<file path="src/rtl/aibio_rxdll_pkg.sv">
// Shared types and constants for the RX DLL lock monitor.
package aibio_rxdll_pkg;

    // Per-channel lock FSM states
    typedef enum logic [1:0] {
        DISABLED = 2'd0,
        ARMED    = 2'd1,
        ACQUIRE  = 2'd2,
        LOCKED   = 2'd3
    } lock_state_t;

    // Default parameter values
    localparam int unsigned DEF_NCH   = 4;
    localparam int unsigned DEF_CNT_W = 8;
    localparam int unsigned DEF_HYS_W = 4;

    // Largest value of a w-bit unsigned field; used as saturation limits
    function automatic int unsigned sat_max(input int unsigned w);
        return (32'd1 << w) - 32'd1;
    endfunction

    localparam int unsigned DEF_NET_SAT = (32'd1 << DEF_CNT_W) - 32'd1;
    localparam int unsigned DEF_HYS_SAT = (32'd1 << DEF_HYS_W) - 32'd1;

endpackage

</file>
<file path="src/rtl/aibio_rxdll_lock_ch.sv">
// One monitored DLL channel: up/dn synchronisers, windowed net accumulator,
// lock/unlock hysteresis FSM and sticky loss-of-lock flag.
module aibio_rxdll_lock_ch
    import aibio_rxdll_pkg::*;
#(
    parameter int unsigned CNT_W = DEF_CNT_W,
    parameter int unsigned HYS_W = DEF_HYS_W
) (
    input  logic             i_clkin,
    input  logic             i_resetb,
    input  logic             i_ch_en,
    input  logic             i_up,
    input  logic             i_dn,
    input  logic             i_win_end,
    input  logic [CNT_W-1:0] i_lockthresh,
    input  logic [HYS_W-1:0] i_lock_cnt,
    input  logic [HYS_W-1:0] i_unlock_cnt,
    input  logic             i_lol_clr,
    output logic             o_dll_lock,
    output logic             o_lol
);

    localparam int unsigned             NET_W   = CNT_W + 1;
    localparam logic signed [NET_W-1:0] NET_MAX = NET_W'(sat_max(CNT_W));
    localparam logic signed [NET_W-1:0] NET_MIN = -NET_MAX;
    localparam logic signed [NET_W-1:0] NET_ONE = NET_W'(1);
    localparam logic        [HYS_W-1:0] HYS_MAX = HYS_W'(sat_max(HYS_W));
    localparam logic        [HYS_W-1:0] HYS_ONE = HYS_W'(1);

    logic [1:0]              up_sync;
    logic [1:0]              dn_sync;
    logic                    up_s;
    logic                    dn_s;
    logic signed [NET_W-1:0] net_q;
    logic signed [NET_W-1:0] net_sum;
    logic        [NET_W-1:0] net_abs;
    logic                    good_win;
    lock_state_t             state_q;
    lock_state_t             state_d;
    logic        [HYS_W-1:0] hys_q;
    logic        [HYS_W-1:0] hys_d;
    logic        [HYS_W-1:0] hys_inc;
    logic        [HYS_W-1:0] lock_need;
    logic        [HYS_W-1:0] unlock_need;
    logic                    lol_set;

    assign up_s        = up_sync[1];
    assign dn_s        = dn_sync[1];
    assign lock_need   = (i_lock_cnt   == '0) ? HYS_ONE : i_lock_cnt;
    assign unlock_need = (i_unlock_cnt == '0) ? HYS_ONE : i_unlock_cnt;
    assign hys_inc     = (hys_q == HYS_MAX) ? hys_q : hys_q + HYS_ONE;
    assign o_dll_lock  = (state_q == LOCKED);

    // Two-flop synchronisers for the asynchronous phase-detector outputs
    always_ff @(posedge i_clkin) begin
        if (!i_resetb) begin
            up_sync <= '0;
            dn_sync <= '0;
        end else begin
            up_sync <= {up_sync[0], i_up};
            dn_sync <= {dn_sync[0], i_dn};
        end
    end

    // Saturating net step including this cycle's sample, and its magnitude
    always_comb begin
        net_sum = net_q;
        if (up_s && !dn_s && (net_q != NET_MAX)) begin
            net_sum = net_q + NET_ONE;
        end else if (dn_s && !up_s && (net_q != NET_MIN)) begin
            net_sum = net_q - NET_ONE;
        end
        net_abs  = net_sum[NET_W-1] ? $unsigned(-net_sum) : $unsigned(net_sum);
        good_win = (net_abs <= {1'b0, i_lockthresh});
    end

    // Net accumulator: restarts from zero after every window end
    always_ff @(posedge i_clkin) begin
        if (!i_resetb || (state_q == DISABLED) || i_win_end) begin
            net_q <= '0;
        end else begin
            net_q <= net_sum;
        end
    end

    // State and hysteresis counter registers
    always_ff @(posedge i_clkin) begin
        if (!i_resetb) begin
            state_q <= DISABLED;
            hys_q   <= '0;
        end else begin
            state_q <= state_d;
            hys_q   <= hys_d;
        end
    end

    // Next-state logic; one hysteresis counter serves as the good-window
    // count in ACQUIRE and the bad-window count in LOCKED, since every
    // transition between those states clears it
    always_comb begin
        state_d = state_q;
        hys_d   = hys_q;
        lol_set = 1'b0;
        if (!i_ch_en) begin
            state_d = DISABLED;
            hys_d   = '0;
        end else begin
            case (state_q)
                DISABLED: begin
                    state_d = ARMED;
                    hys_d   = '0;
                end
                ARMED: begin
                    if (i_win_end) begin
                        state_d = ACQUIRE;
                        hys_d   = '0;
                    end
                end
                ACQUIRE: begin
                    if (i_win_end) begin
                        if (!good_win) begin
                            hys_d = '0;
                        end else if (hys_inc >= lock_need) begin
                            state_d = LOCKED;
                            hys_d   = '0;
                        end else begin
                            hys_d = hys_inc;
                        end
                    end
                end
                LOCKED: begin
                    if (i_win_end) begin
                        if (good_win) begin
                            hys_d = '0;
                        end else if (hys_inc >= unlock_need) begin
                            state_d = ACQUIRE;
                            hys_d   = '0;
                            lol_set = 1'b1;
                        end else begin
                            hys_d = hys_inc;
                        end
                    end
                end
                default: begin
                    state_d = DISABLED;
                    hys_d   = '0;
                end
            endcase
        end
    end

    // Sticky loss-of-lock; a new set wins over a simultaneous clear
    always_ff @(posedge i_clkin) begin
        if (!i_resetb) begin
            o_lol <= 1'b0;
        end else if (lol_set) begin
            o_lol <= 1'b1;
        end else if (i_lol_clr) begin
            o_lol <= 1'b0;
        end
    end

endmodule

</file>
<file path="src/rtl/aibio_rxdll_lock_monitor.sv">
// Multi-channel RX DLL lock monitor: shared window counter, per-channel
// lock detectors, all-lock reduction and PI code update handshake.
module aibio_rxdll_lock_monitor
    import aibio_rxdll_pkg::*;
#(
    parameter int unsigned NCH   = DEF_NCH,
    parameter int unsigned CNT_W = DEF_CNT_W,
    parameter int unsigned HYS_W = DEF_HYS_W
) (
    input  logic             i_clkin,
    input  logic             i_resetb,
    input  logic [NCH-1:0]   i_ch_en,
    input  logic [NCH-1:0]   i_up,
    input  logic [NCH-1:0]   i_dn,
    input  logic [CNT_W-1:0] i_win_len,
    input  logic [CNT_W-1:0] i_lockthresh,
    input  logic [HYS_W-1:0] i_lock_cnt,
    input  logic [HYS_W-1:0] i_unlock_cnt,
    input  logic             i_lol_clr,
    input  logic             i_upd_req,
    output logic [NCH-1:0]   o_dll_lock,
    output logic             o_all_lock,
    output logic [NCH-1:0]   o_lol,
    output logic             o_picode_update,
    output logic             o_upd_ack
);

    logic [CNT_W-1:0] win_cnt_q;
    logic             any_en;
    logic             win_end;
    logic             upd_q;

    assign any_en  = |i_ch_en;
    assign win_end = any_en && (win_cnt_q == i_win_len);

    // Shared window counter, free-running while any channel is enabled
    always_ff @(posedge i_clkin) begin
        if (!i_resetb || !any_en || win_end) begin
            win_cnt_q <= '0;
        end else begin
            win_cnt_q <= win_cnt_q + CNT_W'(1);
        end
    end

    for (genvar ch = 0; ch < int'(NCH); ch++) begin : g_ch
        aibio_rxdll_lock_ch #(
            .CNT_W (CNT_W),
            .HYS_W (HYS_W)
        ) u_ch (
            .i_clkin      (i_clkin),
            .i_resetb     (i_resetb),
            .i_ch_en      (i_ch_en[ch]),
            .i_up         (i_up[ch]),
            .i_dn         (i_dn[ch]),
            .i_win_end    (win_end),
            .i_lockthresh (i_lockthresh),
            .i_lock_cnt   (i_lock_cnt),
            .i_unlock_cnt (i_unlock_cnt),
            .i_lol_clr    (i_lol_clr),
            .o_dll_lock   (o_dll_lock[ch]),
            .o_lol        (o_lol[ch])
        );
    end

    assign o_all_lock = any_en && (&(o_dll_lock | ~i_ch_en));

    // Update pulse: only while all enabled channels are locked, never twice in a row
    always_ff @(posedge i_clkin) begin
        if (!i_resetb) begin
            upd_q <= 1'b0;
        end else begin
            upd_q <= i_upd_req && o_all_lock && !upd_q;
        end
    end

    assign o_picode_update = upd_q;
    assign o_upd_ack       = upd_q;

endmodule
</file>
<file path="config.mk">
export PLATFORM = sky130hd
export DESIGN_NAME = aibio_rxdll_lock_monitor
export DESIGN_NICKNAME = d
export VERILOG_FILES = /design/src/rtl/aibio_rxdll_pkg.sv /design/src/rtl/aibio_rxdll_lock_ch.sv /design/src/rtl/aibio_rxdll_lock_monitor.sv
export SDC_FILE = /design/constraint.sdc
export NUM_CORES = 1
export LEC_CHECK = 0
export ABC_CLOCK_PERIOD_IN_PS = 8700
export BUFFER_PORTS_ARGS = -buffer_cell sky130_fd_sc_hd__buf_2
export CAP_MARGIN = 20
export CORE_AREA = 2 2 124 217
export CTS_BUF_LIST = sky130_fd_sc_hd__clkbuf_16
export DETAILED_ROUTE_END_ITERATION = 12
export DIE_AREA = 0 0 126 219
export GPL_TIMING_DRIVEN = 0
export HOLD_SLACK_MARGIN = 0.06
export PLACE_DENSITY = 0.44
export SYNTH_ARGS = -nofsm -noshare
export SYNTH_HDL_FRONTEND = slang
export SYNTH_SLANG_ARGS = --single-unit
</file>
<file path="constraint.sdc">
create_clock -name i_clkin -period 8.7 [get_ports i_clkin]
set_clock_uncertainty 0.1 [all_clocks]
set_input_delay 0 -clock i_clkin [delete_from_list [all_inputs] [get_ports i_clkin]]
set_output_delay 0 -clock i_clkin [all_outputs]
set_load 0.02 [all_outputs]
</file>
== After elaboration in Yosys (flattened, before gate mapping) ==
Index checks and enable logic that the tools add are counted.

* Register bits: 89
* Input bits: 40
* Logic and storage cells: 276

* Add/sub/neg operators: 17
* $lt $le $gt $ge: 12
* Equal/unequal tests: 53
* Multiplexer cells: 101
* Bitwise operators: 2
* Reductions and logical operators: 65

{| class="wikitable"
|+ Operators with widths
! cell !! number
|-
| two-way mux 4 bit || 31
|-
| two-way mux 9 bit || 12
|-
| != test 9 bit, second input constant || 8
|-
| one-hot mux 4 bit (4 select lines) || 4
|-
| two-way mux 2 bit || 25
|-
| adder 9 x 2 -> 9 bit, second input constant || 4
|-
| <= comparator 9 x 8 -> 1 bit || 4
|-
| negation 9 bit || 4
|-
| subtractor 9 x 2 -> 9 bit, second input constant || 4
|-
| != test 2 bit, second input constant || 17
|-
| >= comparator 4 bit || 8
|-
| one-hot mux 2 bit (4 select lines) || 4
|-
| AND reduction 7 bit || 4
|-
| two-way mux 1 bit || 25
|-
| != test 2 x 1 -> 1 bit, second input constant || 11
|-
| logical AND 1 bit || 20
|-
| adder 4 x 1 -> 4 bit, second input constant || 4
|-
| == test 2 bit, second input constant || 8
|-
| == test 4 bit, second input constant || 4
|-
| AND reduction 3 bit || 4
|-
| logical NOT 1 bit || 11
|-
| logical OR 1 bit || 10
|-
| adder 8 x 1 -> 8 bit, second input constant || 1
|-
| == test 2 x 1 -> 1 bit, second input constant || 4
|-
| 9 further kinds || 19
|}

== Longest topological paths before layout ==
Gate-level depths: netlist of the first run.

* Depth after elaboration: 13
* Depth in mapped cells: 22

== Cells and area by module ==
Synthesis of the first run repeated with hierarchy kept, for this count alone.

* Cells, all modules: 928
* Area, all modules: 7542.2 um^2

{| class="wikitable"
|+ Modules (own cells, without submodules)
! module !! instances !! cells each !! area each (um^2)
|-
| aibio_rxdll_lock_ch (g_ch[0].u_ch ...) || 3 || 222 || 1780.5
|-
| aibio_rxdll_lock_ch (g_ch[3].u_ch) || 1 || 206 || 1722.9
|-
| aibio_rxdll_lock_monitor || 1 || 56 || 478.0
|}

== Worst setup path before layout of the first run ==
Ideal clock, no wire load.

* Path kind: register -> register
* From: register g_ch[0].u_ch.net_q[2]
* To: register g_ch[0].u_ch.hys_q[1]
* Data arrival time: 4178 ps
* Required time: 8527 ps
* Slack: 4349 ps
* Stages on the path, launching flop included: 21
* Buffers on the path: 2
* Clock period less this slack: 4351 ps
* Cell sequence: dfxtp_1 > clkbuf_1 > and3_1 > nand3_1 > nor2_1 > ha_1 > and4bb_2 > a31o_2 > o211ai_2 > nand4_1 > or3_1 > buf_2 > nand2_1 > xnor2_1 > ha_1 > and3_1 > nand3_1 > mux2_2 > nand3_1 > o32a_2 > o211ai_2

* Longest elaborated chain between the ends: 10

{| class="wikitable"
|+ RTL lines
! item !! RTL line !! RTL
|-
| start: declaration || aibio_rxdll_lock_ch.sv:34 || <nowiki>logic signed [NET_W-1:0] net_q;</nowiki>
|-
| start signal: assignment || aibio_rxdll_lock_ch.sv:82 || <nowiki>net_q <= net_sum;</nowiki>
|-
| parallel branches: the longest is 3 deep, another holds subtractor 9 x 2 -> 9 bit || n/a ||
|-
| two-way mux 9 bit * || aibio_rxdll_lock_ch.sv:68 || <nowiki>if (up_s && !dn_s && (net_q != NET_MAX)) begin</nowiki>
|-
| negation 9 bit || aibio_rxdll_lock_ch.sv:73 || <nowiki>net_abs = net_sum[NET_W-1] ? $unsigned(-net_sum) : $unsigned(net_sum);</nowiki>
|-
| two-way mux 9 bit * || aibio_rxdll_lock_ch.sv:73 ||
|-
| <= comparator 9 x 8 -> 1 bit * || aibio_rxdll_lock_ch.sv:74 || <nowiki>good_win = (net_abs <= {1'b0, i_lockthresh});</nowiki>
|-
| two-way mux 4 bit, on equally long branches || aibio_rxdll_lock_ch.sv:133, aibio_rxdll_lock_ch.sv:121 ||
|-
| two-way mux 4 bit, on equally long branches || aibio_rxdll_lock_ch.sv:132, aibio_rxdll_lock_ch.sv:120 ||
|-
| one-hot mux 4 bit (4 select lines) * || aibio_rxdll_lock_ch.sv:108 || <nowiki>case (state_q)</nowiki>
|-
| end signal: assignment || aibio_rxdll_lock_ch.sv:93 || <nowiki>hys_q <= hys_d;</nowiki>
|-
| end: declaration || aibio_rxdll_lock_ch.sv:40 || <nowiki>logic [HYS_W-1:0] hys_q;</nowiki>
|}

Every way passes the cells marked *. The select of a mux whose other input is x is not followed.
A chain may end at the register's enable or synchronous reset.

== Worst setup path after layout of the first run ==
* From: register g_ch[0].u_ch.net_q[2]
* To: register g_ch[0].u_ch.hys_q[0]

The elaborated chain is that of the path after synthesis.

==> results of run 1 <==
layout make-up:
| class | instances | area [sq um] |
|---|---|---|
| tap | 320 | 400 |
| clock buffer | 9 | 225 |
| clock inverter | 7 | 78.8 |
| sequential | 89 | 1780 |
| inverter | 60 | 225 |
| multi-input combinational | 768 | 5460 |
| buffer | 41 | 205 |
| timing repair buffer | 69 | 438 |
| fill | 2836 | 17000 |
cell usage after synthesis (all sizes together) (4+ instances only):
library cell	count	share of area, %
a211oi	6	0.65
a21o	14	1.4
a21oi	51	3.3
a22o	4	0.46
a22oi	9	0.88
a31o	6	0.69
a31oi	9	0.93
a32o	4	0.52
and2	32	2.6
and3	13	1.1
and3b	5	0.57
buf	19	1.6
clkbuf	22	1.1
dfxtp	89	23
ha	85	14
inv	60	2.9
mux2	7	1.0
mux2i	11	1.4
nand2	60	2.9
nand2b	17	1.4
nand3	33	2.2
nand3b	8	0.78
nand4	15	1.2
nor2	101	4.9
nor2b	8	0.65
nor3	23	1.5
nor3b	5	0.55
nor4	14	1.3
nor4bb	6	0.78
o2111ai	10	1.1
o211ai	14	2.0
o21a	4	0.39
o21ai	47	3.2
o31ai	7	0.82
or3	8	0.65
or3b	4	0.46
or4	9	0.98
xnor2	44	5.0
xor2	15	1.7
report_power, final:
part	leakage, uW	switching [uW]	total, uW	internal, uW
logic	0.00275	109	186	77.8
clock network	0.000139	198	423	225
registers	0.000722	8.11	423	415
per-stage QoR:
| step | utilization [%] | hold slack, ps | instance area [sq um] | setup WS (ps) | power [uW] |
|---|---|---|---|---|---|
| finish | 34.2 | 132 | 8810 | 3450 | 1030 |
| global route | 34.2 | 159 | 8810 | 2990 | 1090 |
| CTS | 34.2 | 120 | 8800 | 3430 | 1050 |
| detailed placement | 32.3 | 117 | 8320 | 3450 | 614 |
| global placement | 32.3 | 111 | 8310 | 3450 | 613 |
| floorplan | - | 27.3 | 7670 | 4350 | 558 |
routing by layer:
metal / track usage [%] / part of all wire [%]
met3: 3.24 / 3.1
met5: 0 / 0
met2: 32.4 / 53
met1: 18.5 / 41
met4: 6.70 / 2.9
cells by family after synthesis:
| logic type | Yosys count |
|---|---|
| simple gates | 379 |
| compound gates | 227 |
| mux | 18 |
| buf+inv | 101 |
| flops | 89 |
| fa+ha+maj | 85 |
| xor+xnor | 59 |
flip-flops by register name, indices dropped and copies added, names as in the netlist:
name               cells
g_ch.u_ch.net_q       36
g_ch.u_ch.dn_sync      8
g_ch.u_ch.up_sync      8
win_cnt_q              8
g_ch.u_ch.state_q      8
o_picode_update        1
g_ch.u_ch.o_lol        4
g_ch.u_ch.hys_q       16
worst min-delay path by stage:
stage | startpoint | to | cells after the start
2_1_floorplan | i_dn[0] | g_ch[0].u_ch.dn_sync[0]$_SDFF_PN0_ | 1
3_3_place_gp | i_up[3] | g_ch[3].u_ch.up_sync[0]$_SDFF_PN0_ | 2
3_5_place_dp | i_up[3] | g_ch[3].u_ch.up_sync[0]$_SDFF_PN0_ | 2
4_1_cts | i_resetb | g_ch[3].u_ch.state_q[0]$_SDFFE_PN0P_ | 4
5_1_grt | i_resetb | g_ch[3].u_ch.state_q[0]$_SDFFE_PN0P_ | 4
6_report | i_resetb | g_ch[3].u_ch.state_q[0]$_SDFFE_PN0P_ | 4
critical path, cell delays in order (launching register included):
cell	delay, ps
dfxtp_1	330
clkbuf_1	220
and3_1	260
nand3_1	110
nor2_1	60
ha_1	200
nor4bb_1	910
o21ai_0	220
o31ai_2	200
nand4_1	210
or3_1	380
buf_2	180
nand2_1	90
xnor2_1	120
ha_1	250
and3_1	220
nand3_1	90
mux2_2	140
nand3_1	210
o32a_2	510
o211ai_2	150
what timing repair did:
action                     4_1_cts  5_1_grt
hold buffers                    18        0
hold endpoints to repair        20        0
setup endpoints to repair        0        0
==> key figures, run 1 <==
Synth
  – Post-Synth XOR/XNOR Area: about 6.7%
  – Synthesized net count: ~1100
  – Synthesized-area fraction occupied by and/or/nand/nor cells: a little over a quarter
  – Async set or reset register ratio after synthesis: 0%
  – Synth Cell Area: roughly 7700 sq um
  – Fraction of the mapped netlist area in adder cells: between 10% and 20%
  – Cell variety after synth: 87
  – Leading register cell type out of synthesis: dfxtp_1
  – EDFF count, synth: 0
  – Avg Synthesized Cell Area: approximately 8 sq um
  – Number of warning messages in the yosys log: 0
  – Combinational family with the most area after synthesis: simple AND/OR/NAND/NOR gates
  – Portion of the post-synthesis area used by sequential elements: around 23%
  – Flops & latches, synth: 89
  – Post-Syn Instances: 958
  – Compound-Gate Fraction of Synth Area: 21.2%
  – Multiplexer area fraction after synthesis: under 10%

Floorplanning
  – Core footprint: roughly 26000 sq um
  – IO Pins: 51
  – Horiz. Die Dim: between 100 and 150 um
  – Area of the die: between 20000 and 30000 sq um
  – Effective utilization at floorplan: between 20 and 30%
  – Height of the die: 219 um
  – Floorplan row count: around 80

Critical path
  – Worst Reg-to-Reg Cells: 20
  – Data arrival time of the critical path: roughly 5500 ps
  – Worst setup path end: g_ch[0].u_ch.hys_q[0]$_SDFFE_PN0P_
  – End of the worst register-to-register path: g_ch[0].u_ch.hys_q[0]$_SDFFE_PN0P_
  – R2r startpoint: g_ch[0].u_ch.net_q[2]$_SDFF_PP0_
  – Maximum fanout encountered on the critical timing path: 10
  – CP endpoint kind: flop
  – Launching element of the worst setup path: g_ch[0].u_ch.net_q[2]$_SDFF_PP0_
  – Register-to-Register Setup Slack: 3450 ps
  – Data required time of the critical path: around 8900 ps
  – Path type of the worst setup path: reg2reg
  – Setup crit start kind: flop

Detailed routing
  – Post-detailed-route count of antenna-violating nets: 0
  – Final routed wirelength across all metal layers: roughly 23000 um
  – Drt drc: 0
  – Final routed wire length divided by cell count: ~17 um
  – Via total after detailed routing: between 7000 and 8000
  – First-iteration detailed-routing DRC count: approximately 370
  – Pre-antenna DRT Iters: 5
  – Vias/cell: between 5 and 6

Place
  – Count of placed standard cells including taps: 1328
  – Routability-driven placement congestion ratio: around 0.84
  – Count of input and output buffers: 49
  – HPWL after detailed placement: approximately 18000 um

Power and ir drop
  – Largest vdd supply drop: roughly 0.10 mV
  – Power density over the cells: roughly 120 nW/um^2
  – Static Leak: approximately 0.0036 uW

Timing
  – RSZ-0062 raised after global routing: no
  – Tcrit/Tclk final: about 60%
  – Clock period minus final worst setup slack: roughly 5200 ps
  – Final Hold Fails: 0
  – Max Fclk: around 190 MHz
  – Final setup TNS: 0 ps
  – # setup viols final: 0
  – Number of max-slew violations in the final report: 0
  – Headroom to the max-slew limit: between 20 and 30%
  – Worst-Margin Slew: roughly 1100 ps

Cells and area
  – Share of final-layout standard cells stronger than drive strength 1: 12.6%
  – Antenna diodes: 0
  – Number of non-filler instances in the completed layout: roughly 1400
  – Commonest cells after routing, fill and taps aside: nor2_1, dfxtp_1, ha_1, nand2_1, inv_1
  – Number of nets at the end of the flow: 1163
  – Leading cell type in the layout, fill and taps excluded: nor2_1
  – Layout overhead on the synthesized area: 14.9%

Clock tree
  – Largest buffer count on any clock path: 2
  – Number of clock sinks: roughly 90
  – Buffer cell driving the clock tree root: clkbuf_16
  – Number of buffers inserted during clock tree synthesis: 9
  – Number of buffers inserted to repair setup after CTS: 0
  – Number of gates given a new drive strength after cts: 0
  – TritonCTS clock tree: built
  – Clock Latency Late Sink: between 300 and 400 ps
  – Count of H-tree levels built during CTS: 3
  – Clock-pin slew on the worst setup and hold paths: about 80 ps

Run
  – Max cap viols: 0

GRT
  – Overall global routing resource usage: about 17%
  – Gr ovfl total: 0
  – Maximum number of pins on one net before global-route repair: 17
  – Wire length of the first global-routing pass: around 37000 um
  – Number of global-route vias before repair: 7244
  – Number of antenna violations at the first check in global routing: 0

Min path
  – Path category of the worst min-delay check: in2reg

Outcome
  – Status: finished clean
No activity file was read; power rests on OpenSTA's default activity.
==> run 2: changes to the inputs <==
ABC_CLOCK_PERIOD_IN_PS = 4550   (was 8700)
PLACE_DENSITY = 0.45   (was 0.44)
clock period = 4.55 ns   (was 8.7 ns; I/O delays follow)
==> run 2 against run 1 <==
Net effect:
- largest cell class unchanged
- cell count grew 1.3%
- via count grew 2.3%
- register-to-register slack lost 3200 ps
- highest routed layer unchanged
==> key figures, run 2 (synthesis results as in run 1) <==
Cells and area
  – Register bank with the most flops: g_ch.u_ch.net_q
  – Utilization of the core after routing: 35.9% (+1.7 points)
  – Share of final-layout standard cells stronger than drive strength 1: 18.4% (+5.8 points)
  – Fill cell instance count of the final layout: 2799 (-1.3%)
  – Antenna diodes: 0 (unchanged)
  – Leading cell type in the layout, fill and taps excluded: nor2_1
  – Number of non-filler instances in the completed layout: 1381 (+1.3%)
  – Registers with the most flip-flops: g_ch.u_ch.net_q x36, g_ch.u_ch.hys_q x16
  – Commonest cells after routing, fill and taps aside: nor2_1, ha_1, dfxtp_1, inv_1, nand2_1
  – Number of nets at the end of the flow: 1182 (+1.6%)
  – Flip-flop count of the largest register, all copies and words added: 36 (unchanged)
  – Layout overhead on the synthesized area: 20.8%

Critical path
  – Stage delay of the slowest cell on the critical path: 550 ps (-360 ps)
  – CP endpoint kind: flop
  – Setup crit start kind: flop
  – Data arrival time of the critical path: 4470 ps (-990 ps)
  – Maximum fanout encountered on the critical timing path: 10 (unchanged)
  – Cell breakdown of the critical path: clkbuf_8, and3_4, nand3_2, nor2_1, ha_2, nor4bb_4, nand4_1, o211ai_1, nand4_1, or3_1, buf_6, nand2_2, xnor2_1, ha_1, and3_4, nand3_1, mux2_4, nand3_4, o32a_4, o211ai_2
  – Data required time of the critical path: 4750 ps (-4160 ps)
  – Path type of the worst setup path: reg2reg
  – Cell with the largest stage delay on the worst path: nor4bb_4

GRT
  – Number of global-route vias before repair: 7206 (-0.52%)
  – Gr ovfl total: 0 (unchanged)
  – Number of antenna violations at the first check in global routing: 0 (unchanged)
  – Overall global routing resource usage: 17.1% (+0.021 points)
  – Wire length of the first global-routing pass: 37300 um (about the same)
  – Maximum number of pins on one net before global-route repair: 15 (-2)

Detailed routing
  – Final routed wire length divided by cell count: 16.8 um (+0.75%)
  – Via total after detailed routing: 7267 (+2.3%)
  – Drt drc: 0 (unchanged)
  – Vias/cell: 5.26 (+0.93%)
  – Pre-antenna DRT Iters: 4 (-1)
  – First-iteration detailed-routing DRC count: 245 (-34%)
  – Final routed wirelength across all metal layers: 23200 um (+2.1%)
  – Post-detailed-route count of antenna-violating nets: 0 (unchanged)

Place
  – Setup WS pre-CTS: -737 ps (-4190 ps)
  – HPWL after detailed placement: 18200 um (+1.1%)
  – Count of placed standard cells including taps: 1328 (unchanged)
  – Count of input and output buffers: 49 (unchanged)
  – Routability-driven placement congestion ratio: 0.824 (-1.6%)

Power and ir drop
  – Power share of the combinational group: 19.6% (+1.6 points)
  – Fraction of power consumed by sequential logic: 39.8% (-1.2 points)
  – Switching power share of the total: 29.0% (-1.5 points)
  – Internal portion of total power: 1450 uW (+100%)
  – Largest vdd supply drop: 0.175 mV (+70%)
  – Power density over the cells: 220 nW/um^2 (+87%)
  – Static Leak: 0.00380 uW (+5.0%)
  – Net switching power: 589 uW (+87%)
  – Proportion of power drawn by the clock network: 40.6% (-0.4 points)

Timing
  – Worst-Margin Slew: 870 ps (-209 ps)
  – # setup viols final: 0 (unchanged)
  – Final setup margin: 278 ps (-3180 ps)
  – Number of max-slew violations in the final report: 0 (unchanged)
  – Clock period minus final worst setup slack: 4270 ps (-974 ps)
  – Headroom to the max-slew limit: 41.6% (+15 points)
  – Tcrit/Tclk final: 93.9% (+34 points)
  – Max Fclk: 234 MHz (+23%)
  – Final Hold Fails: 0 (unchanged)
  – Final setup TNS: 0 ps (unchanged)
  – Hold Slack: 152 ps (+20.1 ps)

Clock tree
  – Largest buffer count on any clock path: 2 (unchanged)
  – Clock Latency Late Sink: 380 ps (about the same)
  – Clock-pin slew on the worst setup and hold paths: 70 ps (about the same)
  – Count of H-tree levels built during CTS: 3 (unchanged)
  – Number of buffers inserted during clock tree synthesis: 9 (unchanged)
  – Buffer cell driving the clock tree root: clkbuf_16
  – Number of clock sinks: 89 (unchanged)
  – TritonCTS clock tree: built

Floorplanning
  – Core footprint: 25800 sq um (unchanged)
  – Horiz. Die Dim: 126 um (unchanged)
  – Effective utilization at floorplan: 29.8% (unchanged)
  – Floorplan row count: 78 (unchanged)
  – Height of the die: 219 um (unchanged)
  – Area of the die: 27600 sq um (unchanged)
  – IO Pins: 51 (unchanged)

Run
  – Max cap viols: 0 (unchanged)

Min path
  – Path category of the worst min-delay check: in2reg

Outcome
  – Status: finished clean
run 2: metrics by stage:
stage,total power [uW],instance area [sq um]
floorplan,1070,7670
global placement,1170,8310
detailed placement,1180,8320
CTS,2040,8960
global route,2140,9260
finish,2030,9260
run 2: timing repair:
item,in CTS,in global routing
pin swaps,7,18
hold endpoints to repair,20,0
hold buffers,18,0
setup buffers,3,18
endpoints found under the setup margin,19,24
gates resized for setup,29,47
run 2: power by group through the flow:
stage | Sequential (uW) | Clock, uW | Combinational (uW)
after floorplan | 822 | 0 | 244
after global placement | 827 | 0 | 346
after detailed placement | 827 | 0 | 348
after CTS | 810 | 860 | 371
after global routing | 812 | 882 | 445
final | 810 | 827 | 398
run 2: worst paths after layout:
path	start	end	slack, ps	cells past startpoint
max	g_ch[0].u_ch.net_q[2]$_SDFF_PP0_	g_ch[0].u_ch.hys_q[0]$_SDFFE_PN0P_	280	20
min	i_resetb	g_ch[3].u_ch.state_q[0]$_SDFFE_PN0P_	150	4
max reg2reg	g_ch[0].u_ch.net_q[2]$_SDFF_PP0_	g_ch[0].u_ch.hys_q[0]$_SDFFE_PN0P_	280	20
min reg2reg	g_ch[1].u_ch.up_sync[0]$_SDFF_PN0_	g_ch[1].u_ch.up_sync[1]$_SDFF_PN0_	350	1
run 2: per-layer routing:
metal  vias up  share of wire (%)  track usage [%]
li1       3692                  -                -
met1      3457                 40             17.9
met2        95                 55             34.1
met3        23                2.5             2.58
met4         0                1.9             5.90
met5         -                  0                0
run 2: critical path, delay by kind of cell (launching register included):
family                   cells  cell delay, ps
adder cells (fa/ha/maj)      2             520
flip-flops                   1             360
AND/OR/NAND/NOR             11            1940
XOR/XNOR                     1              60
buffers and inverters        2             290
AO/OA/AOI/OAI                3             780
multiplexers                 1             160
run 2: area by class of cell:
type | instances | area [sq um] | share of cell area, %
multi-input cells | 768 | 5700 | 61.6
repair buffers | 91 | 601 | 6.48
plain buffers | 38 | 226 | 2.45
flip-flops and latches | 89 | 1800 | 19.4
well taps | 320 | 400 | 4.32
clock buffers | 9 | 225 | 2.43
inverters | 60 | 225 | 2.43
clock inverters | 6 | 83.8 | 0.905
